`config.mk`:
```
export PLATFORM = sky130hd
export DESIGN_NAME = rvjtag_dtm
export DESIGN_NICKNAME = d
export VERILOG_FILES = /design/src/rtl/rvjtag_dtm.sv
export SDC_FILE = /design/constraint.sdc
export NUM_CORES = 1
export LEC_CHECK = 0
export ABC_AREA = 0
export BUFFER_PORTS_ARGS = -buffer_cell sky130_fd_sc_hd__buf_4
export CAP_MARGIN = 40
export CORE_MARGIN = 2
export CORE_UTILIZATION = 51
export CTS_CLUSTER_SIZE = 14
export DETAILED_ROUTE_END_ITERATION = 16
export GPL_ROUTABILITY_DRIVEN = 0
export GPL_TIMING_DRIVEN = 0
export PLACE_DENSITY = 0.75
export SYNTH_ARGS = -nofsm -noshare
export SYNTH_HDL_FRONTEND = slang
export SYNTH_SLANG_ARGS = --single-unit
```
`constraint.sdc`:
```
create_clock -name tck -period 1.85 [get_ports tck]
set_input_delay 0.185 -clock tck [delete_from_list [all_inputs] [get_ports tck]]
set_output_delay 0.185 -clock tck [all_outputs]
set_load 0.02 [all_outputs]
```
`src/rtl/rvjtag_dtm.sv`:
```
// JTAG debug transport module: IEEE 1149.1 TAP, IDCODE/DTMCS/DMI/BYPASS registers
// and a DMI request/response handshake with sticky error tracking, all in the tck domain.
module rvjtag_dtm #(
  parameter int unsigned AWIDTH    = 7,
  parameter int unsigned DWIDTH    = 32,
  parameter int unsigned IR_LEN    = 5,
  parameter logic [2:0]  IDLE_HINT = 3'd1
) (
  input  logic              tck,
  input  logic              trst,
  input  logic              tms,
  input  logic              tdi,
  output logic              tdo,
  output logic              tdo_en,
  output logic              dmi_req_valid,
  input  logic              dmi_req_ready,
  output logic [AWIDTH-1:0] dmi_req_addr,
  output logic [DWIDTH-1:0] dmi_req_data,
  output logic [1:0]        dmi_req_op,
  input  logic              dmi_rsp_valid,
  input  logic [DWIDTH-1:0] dmi_rsp_data,
  input  logic [1:0]        dmi_rsp_status,
  output logic              dmi_hard_reset,
  input  logic [30:0]       jtag_id,
  input  logic [3:0]        version
);

  localparam int unsigned DMI_LEN = AWIDTH + DWIDTH + 2;
  // DWIDTH >= 32 guarantees the DMI register is the longest data register.
  localparam int unsigned SR_W    = DMI_LEN;

  localparam logic [IR_LEN-1:0] IR_IDCODE = IR_LEN'(1);
  localparam logic [IR_LEN-1:0] IR_DTMCS  = IR_LEN'('h10);
  localparam logic [IR_LEN-1:0] IR_DMI    = IR_LEN'('h11);

  typedef enum logic [3:0] {
    TLR, RTI, SEL_DR, CAP_DR, SH_DR, EX1_DR, PAU_DR, EX2_DR, UPD_DR,
    SEL_IR, CAP_IR, SH_IR, EX1_IR, PAU_IR, EX2_IR, UPD_IR
  } tap_state_t;

  tap_state_t        state, state_n;
  logic [IR_LEN-1:0] ir;
  logic [SR_W-1:0]   sr, sr_shift;
  logic              sel_idcode, sel_dtmcs, sel_dmi;

  logic              busy, busy_n, busy_eff, rsp_take;
  logic [1:0]        sticky, sticky_n, sticky_eff;
  logic [DWIDTH-1:0] rsp_data, rsp_data_n, rsp_eff;
  logic [AWIDTH-1:0] last_addr, last_addr_n;
  logic              req_valid_n, hard_n;
  logic [AWIDTH-1:0] req_addr_n;
  logic [DWIDTH-1:0] req_data_n;
  logic [1:0]        req_op_n;
  logic              upd_dmi, upd_dtmcs;
  logic [31:0]       dtmcs_cap;
  logic [DMI_LEN-1:0] dmi_cap;

  always_ff @(posedge tck or negedge trst) begin
    if (!trst) state <= TLR;
    else       state <= state_n;
  end

  always_comb begin
    state_n = state;
    unique case (state)
      TLR:    state_n = tms ? TLR    : RTI;
      RTI:    state_n = tms ? SEL_DR : RTI;
      SEL_DR: state_n = tms ? SEL_IR : CAP_DR;
      CAP_DR: state_n = tms ? EX1_DR : SH_DR;
      SH_DR:  state_n = tms ? EX1_DR : SH_DR;
      EX1_DR: state_n = tms ? UPD_DR : PAU_DR;
      PAU_DR: state_n = tms ? EX2_DR : PAU_DR;
      EX2_DR: state_n = tms ? UPD_DR : SH_DR;
      UPD_DR: state_n = tms ? SEL_DR : RTI;
      SEL_IR: state_n = tms ? TLR    : CAP_IR;
      CAP_IR: state_n = tms ? EX1_IR : SH_IR;
      SH_IR:  state_n = tms ? EX1_IR : SH_IR;
      EX1_IR: state_n = tms ? UPD_IR : PAU_IR;
      PAU_IR: state_n = tms ? EX2_IR : PAU_IR;
      EX2_IR: state_n = tms ? UPD_IR : SH_IR;
      UPD_IR: state_n = tms ? SEL_DR : RTI;
      default: state_n = TLR;
    endcase
  end

  assign sel_idcode = (ir == IR_IDCODE);
  assign sel_dtmcs  = (ir == IR_DTMCS);
  assign sel_dmi    = (ir == IR_DMI);
  assign tdo_en     = (state == SH_DR) || (state == SH_IR);

  // A response arriving in the same cycle is folded in before capture/update decisions.
  assign rsp_take   = dmi_rsp_valid && busy;
  assign busy_eff   = busy && !dmi_rsp_valid;
  assign sticky_eff = (rsp_take && sticky == 2'd0) ? dmi_rsp_status : sticky;
  assign rsp_eff    = rsp_take ? dmi_rsp_data : rsp_data;

  assign dtmcs_cap = {14'b0, 2'b0, 1'b0, IDLE_HINT, sticky_eff, 6'(AWIDTH), version};
  assign dmi_cap   = {last_addr, rsp_eff, (busy_eff ? 2'd3 : sticky_eff)};

  always_comb begin
    sr_shift = sr >> 1;
    if (state == SH_IR)            sr_shift[IR_LEN-1]  = tdi;
    else if (sel_dmi)              sr_shift[DMI_LEN-1] = tdi;
    else if (sel_idcode || sel_dtmcs) sr_shift[31]     = tdi;
    else                           sr_shift[0]         = tdi;
  end

  always_ff @(posedge tck or negedge trst) begin
    if (!trst) begin
      sr <= '0;
    end else if (state == CAP_IR) begin
      sr <= SR_W'(1);
    end else if (state == SH_IR || state == SH_DR) begin
      sr <= sr_shift;
    end else if (state == CAP_DR) begin
      if (sel_dmi)         sr <= SR_W'(dmi_cap);
      else if (sel_idcode) sr <= SR_W'({jtag_id, 1'b1});
      else if (sel_dtmcs)  sr <= SR_W'(dtmcs_cap);
      else                 sr <= '0;
    end
  end

  // IR and tdo move on the falling edge so the host samples stable values.
  always_ff @(negedge tck or negedge trst) begin
    if (!trst) begin
      ir  <= IR_LEN'(1);
      tdo <= 1'b0;
    end else begin
      tdo <= sr[0];
      if (state == TLR)
        ir <= IR_LEN'(1);
      else if (state == UPD_IR)
        ir <= (sr[IR_LEN-1:0] == '0) ? '1 : sr[IR_LEN-1:0];
    end
  end

  assign upd_dmi   = (state == UPD_DR) && sel_dmi;
  assign upd_dtmcs = (state == UPD_DR) && sel_dtmcs;

  always_comb begin
    busy_n      = busy_eff;
    sticky_n    = sticky_eff;
    rsp_data_n  = rsp_eff;
    last_addr_n = last_addr;
    req_valid_n = dmi_req_valid && !dmi_req_ready;
    req_addr_n  = dmi_req_addr;
    req_data_n  = dmi_req_data;
    req_op_n    = dmi_req_op;
    hard_n      = 1'b0;
    if (state == CAP_DR && sel_dmi && busy_eff)
      sticky_n = 2'd3;
    if (upd_dmi && (sr[1:0] == 2'd1 || sr[1:0] == 2'd2)) begin
      if (busy_eff) begin
        sticky_n = 2'd3;
      end else if (sticky_eff == 2'd0) begin
        req_valid_n = 1'b1;
        req_addr_n  = sr[DMI_LEN-1:DWIDTH+2];
        req_data_n  = sr[DWIDTH+1:2];
        req_op_n    = sr[1:0];
        busy_n      = 1'b1;
        last_addr_n = sr[DMI_LEN-1:DWIDTH+2];
      end
    end
    if (upd_dtmcs && sr[16])
      sticky_n = 2'd0;
    // Hard reset overrides everything, including a response landing this cycle.
    if (upd_dtmcs && sr[17]) begin
      hard_n      = 1'b1;
      busy_n      = 1'b0;
      sticky_n    = 2'd0;
      req_valid_n = 1'b0;
      rsp_data_n  = rsp_data;
    end
  end

  always_ff @(posedge tck or negedge trst) begin
    if (!trst) begin
      busy           <= 1'b0;
      sticky         <= 2'd0;
      rsp_data       <= '0;
      last_addr      <= '0;
      dmi_req_valid  <= 1'b0;
      dmi_req_addr   <= '0;
      dmi_req_data   <= '0;
      dmi_req_op     <= 2'd0;
      dmi_hard_reset <= 1'b0;
    end else begin
      busy           <= busy_n;
      sticky         <= sticky_n;
      rsp_data       <= rsp_data_n;
      last_addr      <= last_addr_n;
      dmi_req_valid  <= req_valid_n;
      dmi_req_addr   <= req_addr_n;
      dmi_req_data   <= req_data_n;
      dmi_req_op     <= req_op_n;
      dmi_hard_reset <= hard_n;
    end
  end

endmodule

```
After elaboration in Yosys (flattened, before gate mapping)
Cells that the tools add are included.
{ "totals": {"elab_cells": 107, "regBits": 129, "output_inout_bits": 45, "input_bits": 75} }
{ "op_classes": {"eq_ne": 20, "mux": 48, "bitwise_logic": 1, "reduce_logical": 26} }
{ "ops": {"columns": ["operator", "n"], "rows": [
  ["$mux W41", 4],
  ["$mux W32", 2],
  ["$pmux W4 S12", 1],
  ["$eq A4 B4 Y1 const B", 8],
  ["$mux W1", 21],
  ["$mux W2", 10],
  ["$eq A4 B3 Y1 const B", 4],
  ["$mux W4", 4],
  ["$mux W5", 3],
  ["$mux W13", 1],
  ["$logic_and A1 B1 Y1", 11],
  ["$eq A5 B5 Y1 const B", 2],
  ["$eq A4 B2 Y1 const B", 2],
  ["$mux W3", 2],
  ["$eq A5 B1 Y1 const B", 1],
  ["$logic_not A5 Y1", 1],
  ["$eq A4 B1 Y1 const B", 1],
  ["$logic_not A2 Y1", 2],
  ["$logic_not A4 Y1", 1],
  ["$reduce_or A2 Y1", 2],
  ["$logic_or A1 B1 Y1", 3],
  ["$reduce_and A3 Y1", 1],
  ["$reduce_bool A3 Y1", 1],
  ["$reduce_or A3 Y1", 1],
  ["other kinds (5)", 6]
]} }

Longest topological paths before layout
{ "logic_depth": {"depth_word": 9, "depth_mapped": 8, "depth_no_buf": 6} }

==> results.json <==
{
  "grt_first_pass_wirelength_um": 30020,
  "antenna_found_initial": 0,
  "place_area_um2": 7784,
  "critPathMaxStageDelay_ps": 380,
  "crit_type": "flop to flop",
  "io_pins": 120,
  "worstHoldPathType": "primary input to async pin",
  "maxCapViolCount": 0,
  "rsz0062_at_grt": "true",
  "clock_sinks": 129,
  "avgSynthCellArea_um2": 11.71,
  "synth_seq_cells": 129,
  "grt-ovfl-total": 0,
  "clock_latency_ps": 440,
  "drt_iter0_drc": 663,
  "start_util": 0.5202,
  "utilization": 0.7820,
  "finalInstanceArea_um2": 9788,
  "pwr-share-seq": 0.263,
  "leakage_nw": 4.612,
  "finalSetupViolations": 126,
  "layout_commonest_cell": "buf_4",
  "status": "finished, violations left",
  "fill_cells": 754,
  "numCtsBuffers": 17,
  "finalPower_mw": 14.90,
  "cp_cell_sequence": "or3_1 > buf_6 > nor2_8 > and4_4 > and2_4 > clkbuf_16 > buf_16 > mux2_4",
  "ys.flop_type": "dfrtp_1",
  "synthCells": 556,
  "vdd_drop_max_mv": 1.146,
  "core_area_um2": 12520,
  "fin_skew_ps": 28.55,
  "grt_usage": 0.2967,
  "final_cell_mix": "buf_4, dfrtp_1, mux2_4",
  "drive_gt1_frac": 0.4874,
  "crit_path_top_delay_cell": "or3_1",
  "dp.final_hpwl_um": 12330,
  "switching_power_mw": 5.801,
  "violations": "negative hold slack, negative setup slack",
  "dieArea_um2": 13690,
  "start_kind": "flop",
  "p_per_area_nw_per_um2": 1522,
  "netlist_area_um2": 6511,
  "firstDrtPassIters": 5,
  "p_clk_frac": 0.219,
  "drt-vias-per-instance": 6.059,
  "synth_edf_count": 0,
  "io_buffer_count": 119,
  "synth_async_sr_flop_share": 1.000,
  "worst_ep_required_time_ps": 2160,
  "std_cell_rows": 41,
  "vias": 5841,
  "arrival_ps": 3270,
  "layout.nets": 855,
  "worst_slack_ps": -1117,
  "tritoncts": "done",
  "final_cell_count_no_fill": 964,
  "p_int_mw": 9.095,
  "clockBufferDepth": 2,
  "cts_hold_buf": 22,
  "cp_max_fo": 5,
  "die_w_um": 117.0,
  "critPathCaptureType": "flop",
  "die_height_um": 117.0,
  "hold_viol_final": 56,
  "root_buffer": "clkbuf_16",
  "htreeDepth": 4,
  "multiInputGateArea_um2": 3407,
  "yosysSeqAreaShare": 0.4960,
  "clk_pin_slew_worst_paths_ps": 60,
  "syn_to_final_growth_pct": 50.33,
  "power_frac_comb": 0.518,
  "grt_pass1_vias": 5583,
  "drc": 0,
  "post_drt_wl_per_cell_um": 22.40,
  "insertedDiodeCount": 0,
  "ys_types": 62,
  "regArea_um2": 3231,
  "drt-total-wl_um": 21600,
  "slew-limit-headroom": 0.4441,
  "finalMaxSlewViolations": 0,
  "swShare": 0.3894,
  "tightest_slew_ps": 830.8,
  "syn-num-nets": 632,
  "yosysWarnings": 0,
  "placed_cells": 848,
  "ant_nets": 0,
  "fin_hold_ws_ps": -272.0,
  "grt_max_degree": 73
}
-- worst max-delay path, delay by kind of cell, from the launching register on --
| kind | cells | cell delay [ps] |
|---|---|---|
| and+or+nand+nor | 4 | 850 |
| buffers and inverters | 3 | 430 |
| DFF | 1 | 340 |
| muxes | 1 | 310 |
-- power groups by stage --
stage          clock network [mW]  logic [mW]  registers, mW
2_1_floorplan             0.00676        3.23           3.83
3_3_place_gp              0.00676        4.46           3.86
3_5_place_dp              0.00676        4.59           3.90
4_1_cts                      3.27        6.02           3.85
5_1_grt                      3.41        8.05           3.96
6_report                     3.27        7.71           3.92
-- registers in the layout (all words and copies together), names as in the netlist --
name            cells
sr                 41
state               4
sticky              2
dmi_hard_reset      1
rsp_data           32
dmi_req_data       32
busy                1
last_addr           7
ir                  5
dmi_req_op          2
dmi_req_valid       1
tdo                 1
-- area by class of cell --
cell class	count	share of cell area
Buffer	43	0.04359
Clock buffer	26	0.04896
Clock inverter	7	0.009076
Inverter	10	0.004091
Multi-Input combinational cell	368	0.3481
Sequential cell	129	0.3301
Tap cell	172	0.02199
Timing Repair Buffer	209	0.1942
-- path summary, 6_finish.rpt --
path | start | endpoint | slack (ps) | cells past startpoint
setup / recovery | ir[2] | dmi_req_data[10] | -1120 | 8
hold / removal | trst | rsp_data[22] | -270 | 1
setup reg to reg | ir[2] | dmi_req_data[10] | -1120 | 8
hold reg to reg | rsp_data[25] | rsp_data[25] | 490 | 1
max in group asynchronous | trst | tdo | 520 | 2
min in group tck | dmi_rsp_data[17] | rsp_data[17] | 0 | 2
-- cells in the mapped netlist (all sizes together), types with 6 or more instances --
cell type,count,area [um2]
a211oi,6,45.04
a21oi,21,105.1
a221o,12,120.1
a221oi,14,122.6
a22oi,20,150.1
buf,29,257.7
clkbuf,19,71.32
dfrtp,123,3078
inv,11,41.29
mux2,97,1242
mux2i,8,80.08
nand2,47,176.4
nor2,32,143.9
o21ai,56,280.3
-- cell families after synthesis --
family | Yosys count | share of synthesized area
AO/OA/AOI/OAI | 152 | 0.1551
flip-flops | 129 | 0.4960
AND/OR/NAND/NOR | 109 | 0.08571
multiplexers | 105 | 0.2031
buffers and inverters | 59 | 0.05688
XOR/XNOR | 1 | 0.001345
adder cells (fa/ha/maj) | 1 | 0.001921
-- routing by layer --
metal | up-vias | GRT usage | share of wire
li1 | 2493 | - | -
met1 | 2895 | 0.3762 | 0.39
met2 | 382 | 0.4863 | 0.49
met3 | 71 | 0.07775 | 0.087
met4 | 0 | 0.1231 | 0.033
met5 | - | 0 | 0
-- per-stage QoR --
step,TNS (ps),worst slack [ps]
after floorplan,-99030,-1049
after global placement,-133510,-1225
after detailed placement,-133930,-1303
after CTS,-112540,-1150
after global routing,-122240,-1140
final,-118890,-1117
-- timing repair --
action,4_1_cts,5_1_grt
resized for setup,64,80
pin swaps,18,29
setup endpoints to repair,126,126
endpoints found under the hold margin,78,56
setup buffers,40,22
gates cloned,3,5
Power figures use the tool's default switching activity.
